<file path="src/rtl/fifo_unpacker.sv">
// FIFO read-side unpacker: pops 64-bit words and streams them out
// as CHUNK_W-bit chunks, LSB first, with a one-word prefetch buffer.
module fifo_unpacker #(
    parameter int CHUNK_W = 16
) (
    input  logic               clk,
    input  logic               rst,
    input  logic [63:0]        fifo_data,
    input  logic               fifo_data_valid,
    input  logic               fifo_empty,
    output logic               pop_fifo,
    output logic [CHUNK_W-1:0] out_data,
    output logic               out_valid,
    input  logic               out_ready,
    output logic               out_last,
    output logic               err
);

    localparam int NCHUNK = 64 / CHUNK_W;
    localparam int CNT_W  = (NCHUNK > 1) ? $clog2(NCHUNK) : 1;
    localparam logic [CNT_W-1:0] LAST_IDX = CNT_W'(NCHUNK - 1);

    logic [63:0]      sreg_q, sreg_d;
    logic [63:0]      pbuf_q, pbuf_d;
    logic [CNT_W-1:0] cnt_q, cnt_d;
    logic             out_valid_q, out_valid_d;
    logic             pbuf_full_q, pbuf_full_d;
    logic             pend_q, pend_d;
    logic             err_q, err_d;

    logic arrival;
    logic spurious;
    logic hs;
    logic is_last;
    logic sreg_free;

    assign arrival   = fifo_data_valid && pend_q;
    assign spurious  = fifo_data_valid && !pend_q;
    assign hs        = out_valid_q && out_ready;
    assign is_last   = (cnt_q == LAST_IDX);
    assign sreg_free = !out_valid_q || (hs && is_last);

    assign pop_fifo  = !rst && !fifo_empty && !pend_q && !pbuf_full_q;
    assign out_data  = sreg_q[CHUNK_W-1:0];
    assign out_valid = out_valid_q;
    assign out_last  = out_valid_q && is_last;
    assign err       = err_q;

    always_comb begin
        sreg_d      = sreg_q;
        pbuf_d      = pbuf_q;
        cnt_d       = cnt_q;
        out_valid_d = out_valid_q;
        pbuf_full_d = pbuf_full_q;
        pend_d      = pend_q;
        err_d       = err_q | spurious;

        if (pop_fifo) begin
            pend_d = 1'b1;
        end else if (arrival) begin
            pend_d = 1'b0;
        end

        if (hs) begin
            if (!is_last) begin
                sreg_d = sreg_q >> CHUNK_W;
                cnt_d  = cnt_q + 1'b1;
            end else if (pbuf_full_q) begin
                sreg_d      = pbuf_q;
                pbuf_full_d = 1'b0;
                cnt_d       = '0;
            end else begin
                out_valid_d = 1'b0;
            end
        end

        // pbuf is never full while a pop is pending, so an arrival
        // cannot collide with the pbuf-to-sreg transfer above.
        if (arrival) begin
            if (sreg_free) begin
                sreg_d      = fifo_data;
                cnt_d       = '0;
                out_valid_d = 1'b1;
            end else begin
                pbuf_d      = fifo_data;
                pbuf_full_d = 1'b1;
            end
        end
    end

    always_ff @(posedge clk) begin
        if (rst) begin
            sreg_q      <= '0;
            pbuf_q      <= '0;
            cnt_q       <= '0;
            out_valid_q <= 1'b0;
            pbuf_full_q <= 1'b0;
            pend_q      <= 1'b0;
            err_q       <= 1'b0;
        end else begin
            sreg_q      <= sreg_d;
            pbuf_q      <= pbuf_d;
            cnt_q       <= cnt_d;
            out_valid_q <= out_valid_d;
            pbuf_full_q <= pbuf_full_d;
            pend_q      <= pend_d;
            err_q       <= err_d;
        end
    end

endmodule
</file>
<file path="config.mk">
export PLATFORM = sky130hd
export DESIGN_NAME = fifo_unpacker
export DESIGN_NICKNAME = d
export VERILOG_FILES = /design/src/rtl/fifo_unpacker.sv
export SDC_FILE = /design/constraint.sdc
export NUM_CORES = 1
export LEC_CHECK = 0
export CORE_ASPECT_RATIO = 1.75
export CORE_MARGIN = 2
export CORE_UTILIZATION = 59
export CTS_BUF_LIST = sky130_fd_sc_hd__clkbuf_16
export CTS_CLUSTER_DIAMETER = 200
export DETAILED_ROUTE_END_ITERATION = 10
export PLACE_DENSITY = 0.82
export SLEW_MARGIN = 20
export SYNTH_ARGS = -nofsm -noshare
export SYNTH_HDL_FRONTEND = slang
export SYNTH_SLANG_ARGS = --single-unit
</file>
<file path="constraint.sdc">
create_clock -name clk -period 2.7 [get_ports clk]
set_clock_uncertainty 0.2 [all_clocks]
set_input_delay 0.81 -clock clk [delete_from_list [all_inputs] [get_ports clk]]
set_output_delay 0.81 -clock clk [all_outputs]
set_load 0.01 [all_outputs]
</file>
==> results.toml <==
[floorplanning]
rows = 50
ios = 89
dieHeight_um = 141.5
start_util_pct = 59.95
core_area_um2 = 10640
dieArea_um2 = 11690
die_w_um = 82.59

[cells_and_area]
fillers = 837
final_layout_size_suffix_gt1_share_pct = 8.718
n_antenna_cell = 0
post-route-util_pct = 72.61
fin_nets = 838
area_growth_pct = 21.11

[logic_synthesis]
syn_nets = 804
yosysUniqueCellTypes = 34
async_reset_ff_share_pct = 0
synth_seq_cells = 134
synth_top_cell_area_share_pct = 42.07
seq_area_frac_synth_pct = 42.07
synth.top_cells.by_count = "dfxtp_1 (134), o21ai_0 (114), a21oi_1 (67), nand3_1 (65), clkbuf_1 (52)"
synth_ff_type = "dfxtp_1"
synth_top_cell_by_area = "dfxtp_1"
yosys_warnings = 0
syn_area_per_cell_um2 = 8.699
synth.most_common_cell = "dfxtp_1"
netlist_area_um2 = 6376
synth_area_leaders = "dfxtp_1 (42%), o21ai_0 (8.9%), a32o_1 (7.5%)"
synthCells = 733
synth_edf_count = 0

[detailed_routing]
drt-initial-drc-count = 590
drt.antenna.violating_nets = 0
remaining_drc_errors = 0
firstDrtPassIters = 5
vias = 6020
routed_wl_mm = 18.80
routedWlPerCell_um = 20.66
vias_per_cell = 6.615

[placement]
port-buffer-count = 88
hpwlAfterDp_mm = 11.63
place_congestion = 0.8337

[global_routing]
overflow = 0
grt_pass1_wl_mm = 29.79
grt_max_degree = 71
grt_pass1_vias = 5937
antenna_found_initial = 0
track_usage_pct = 33.48

[sta]
whs_ps = 270.7
finalHoldViolCount = 0
rsz0062_at_grt = "false"
period_minus_slack_ps = 2593
slew_headroom_pct = 45.19
report.final.slew_viol_count = 0
setup_violations = 0
worst_pin_slew_ps = 822.1
fin_crit_sh_pct = 96.02
tns_ps = 0
clock.fmax_mhz = 385.7

[worst_setup_path]
cp-end-kind = "primary output"
cpMaxStageDelayCell = "clkdlybuf4s50_1"
critical_path.top_delay_family = "buffers and inverters"
cp.arrival_ps = 1580
path_class = "primary input to primary output"
slowest_delay_ps = 410
worstSetupStartpointType = "primary input"
worst-path-max-fanout = 2
required_ps = 1690
crit_buf_inv = 2
critical_path.cell_chain = "clkdlybuf4s50_1 > nor4_2 > buf_2"

[power]
powerDensity_nw_per_um2 = 627.4
peakVddDrop_mv = 0.5188
leakage_nw = 2.881

[status]
status = "complete, no violations"

[cts]
clk_pin_slew_ps = 60
clkSinkCount = 134
clk_latency_ps = 420
cts_tree = "done"
numCtsBuffers = 17
htree_num_levels = 4
cts_setup_buffers = 0
cts-root-buf = "clkbuf_16"
max-clock-path-buffers = 2
cts_hold_buf = 0

[hold_path]
hp-class = "register to register"

[flow_run]
max-cap-violations = 0
## stage by stage
step | power, W | cell area [um^2] | worst slack (ps) | std cells
after floorplan | 0.002451 | 6376 | 300.1 | 733
after global placement | 0.002679 | 7168 | -441.1 | 878
after detailed placement | 0.002696 | 7168 | -449.5 | 878
after CTS | 0.004856 | 7719 | 18.34 | 910
after global routing | 0.004987 | 7722 | 44.06 | 910
final | 0.004845 | 7722 | 107.5 | 910
## report_power, final
group | internal (W) | total (W) | switching, W
combinational | 0.000265 | 0.000561 | 0.000295
clock | 0.00133 | 0.00218 | 0.000851
sequential | 0.00206 | 0.00211 | 0.0000507
## placed cells by master (no fill, tap or decap), types with 3 or more instances in the layout
master and count:
dfxtp_1 132, o21ai_0 114, clkdlybuf4s50_1 85, a21oi_1 67, nand3_1 65, nor2_1 51
o21bai_1 48, and3b_1 48, a32o_1 48, buf_4 25, clkbuf_16 17, mux2i_1 16
o2bb2ai_1 16, inv_1 5, clkinv_2 5, nand2_1 3, clkinv_1 3, buf_12 3
## repair_timing
action	CTS	global route
resized for setup	6	2
hold endpoints to repair	0	0
pin swaps	1	0
setup endpoints to repair	2	1
## registers in the layout (all words and copies together), names as in the netlist
signal	cells
cnt_q	2
err	1
out_valid	1
pbuf_full_q	1
pbuf_q	64
pend_q	1
sreg_q	64
## worst reg2reg max path, cell delays in order (launching register included)
cell and delay, ps:
dfxtp_1 330, buf_4 300, nor2b_4 620, buf_12 270
o21bai_1 100, a32o_1 260
## layer usage
metal  wire length (um)  up-vias  GRT usage [%]
met5                  0        -              0
met4               1189        0          22.86
met3               1191       70          6.743
met2               9581      294          55.09
met1               6840     2916          37.72
li1                   -     2740              -
## area by class of cell
cell class | count | area (um^2) | share of cell area, %
timing repair buffer | 116 | 1121 | 14.52
tap | 130 | 162.7 | 2.106
multi-input combinational | 496 | 3198 | 41.41
sequential | 134 | 2685 | 34.77
inverter | 2 | 7.507 | 0.09721
clock buffer | 17 | 425.4 | 5.509
clock inverter | 15 | 122.6 | 1.588
## final timing paths
check / startpoint / endpoint / slack [ps] / depth (start not counted)
setup / recovery: fifo_empty / pop_fifo / 110 / 3
hold / removal: pbuf_q[12] / pbuf_q[12] / 270 / 2
setup reg to reg: pbuf_full_q / sreg_q[44] / 510 / 5
hold reg to reg: pbuf_q[12] / pbuf_q[12] / 270 / 2
## cells by family (layout without fill, tap and decap cells)
kind of cell / count (synthesis) / after routing / share of synthesized area, %
DFF: 134 / 134 / 42.07
and+or+nand+nor: 177 / 177 / 15.91
muxes: 16 / 16 / 2.512
AOI/OAI and AO/OA: 301 / 301 / 30.87
buffers and inverters: 103 / 150 / 8.242
adders and majority gates: 2 / 2 / 0.3924
(Power assumes the default switching activity.)
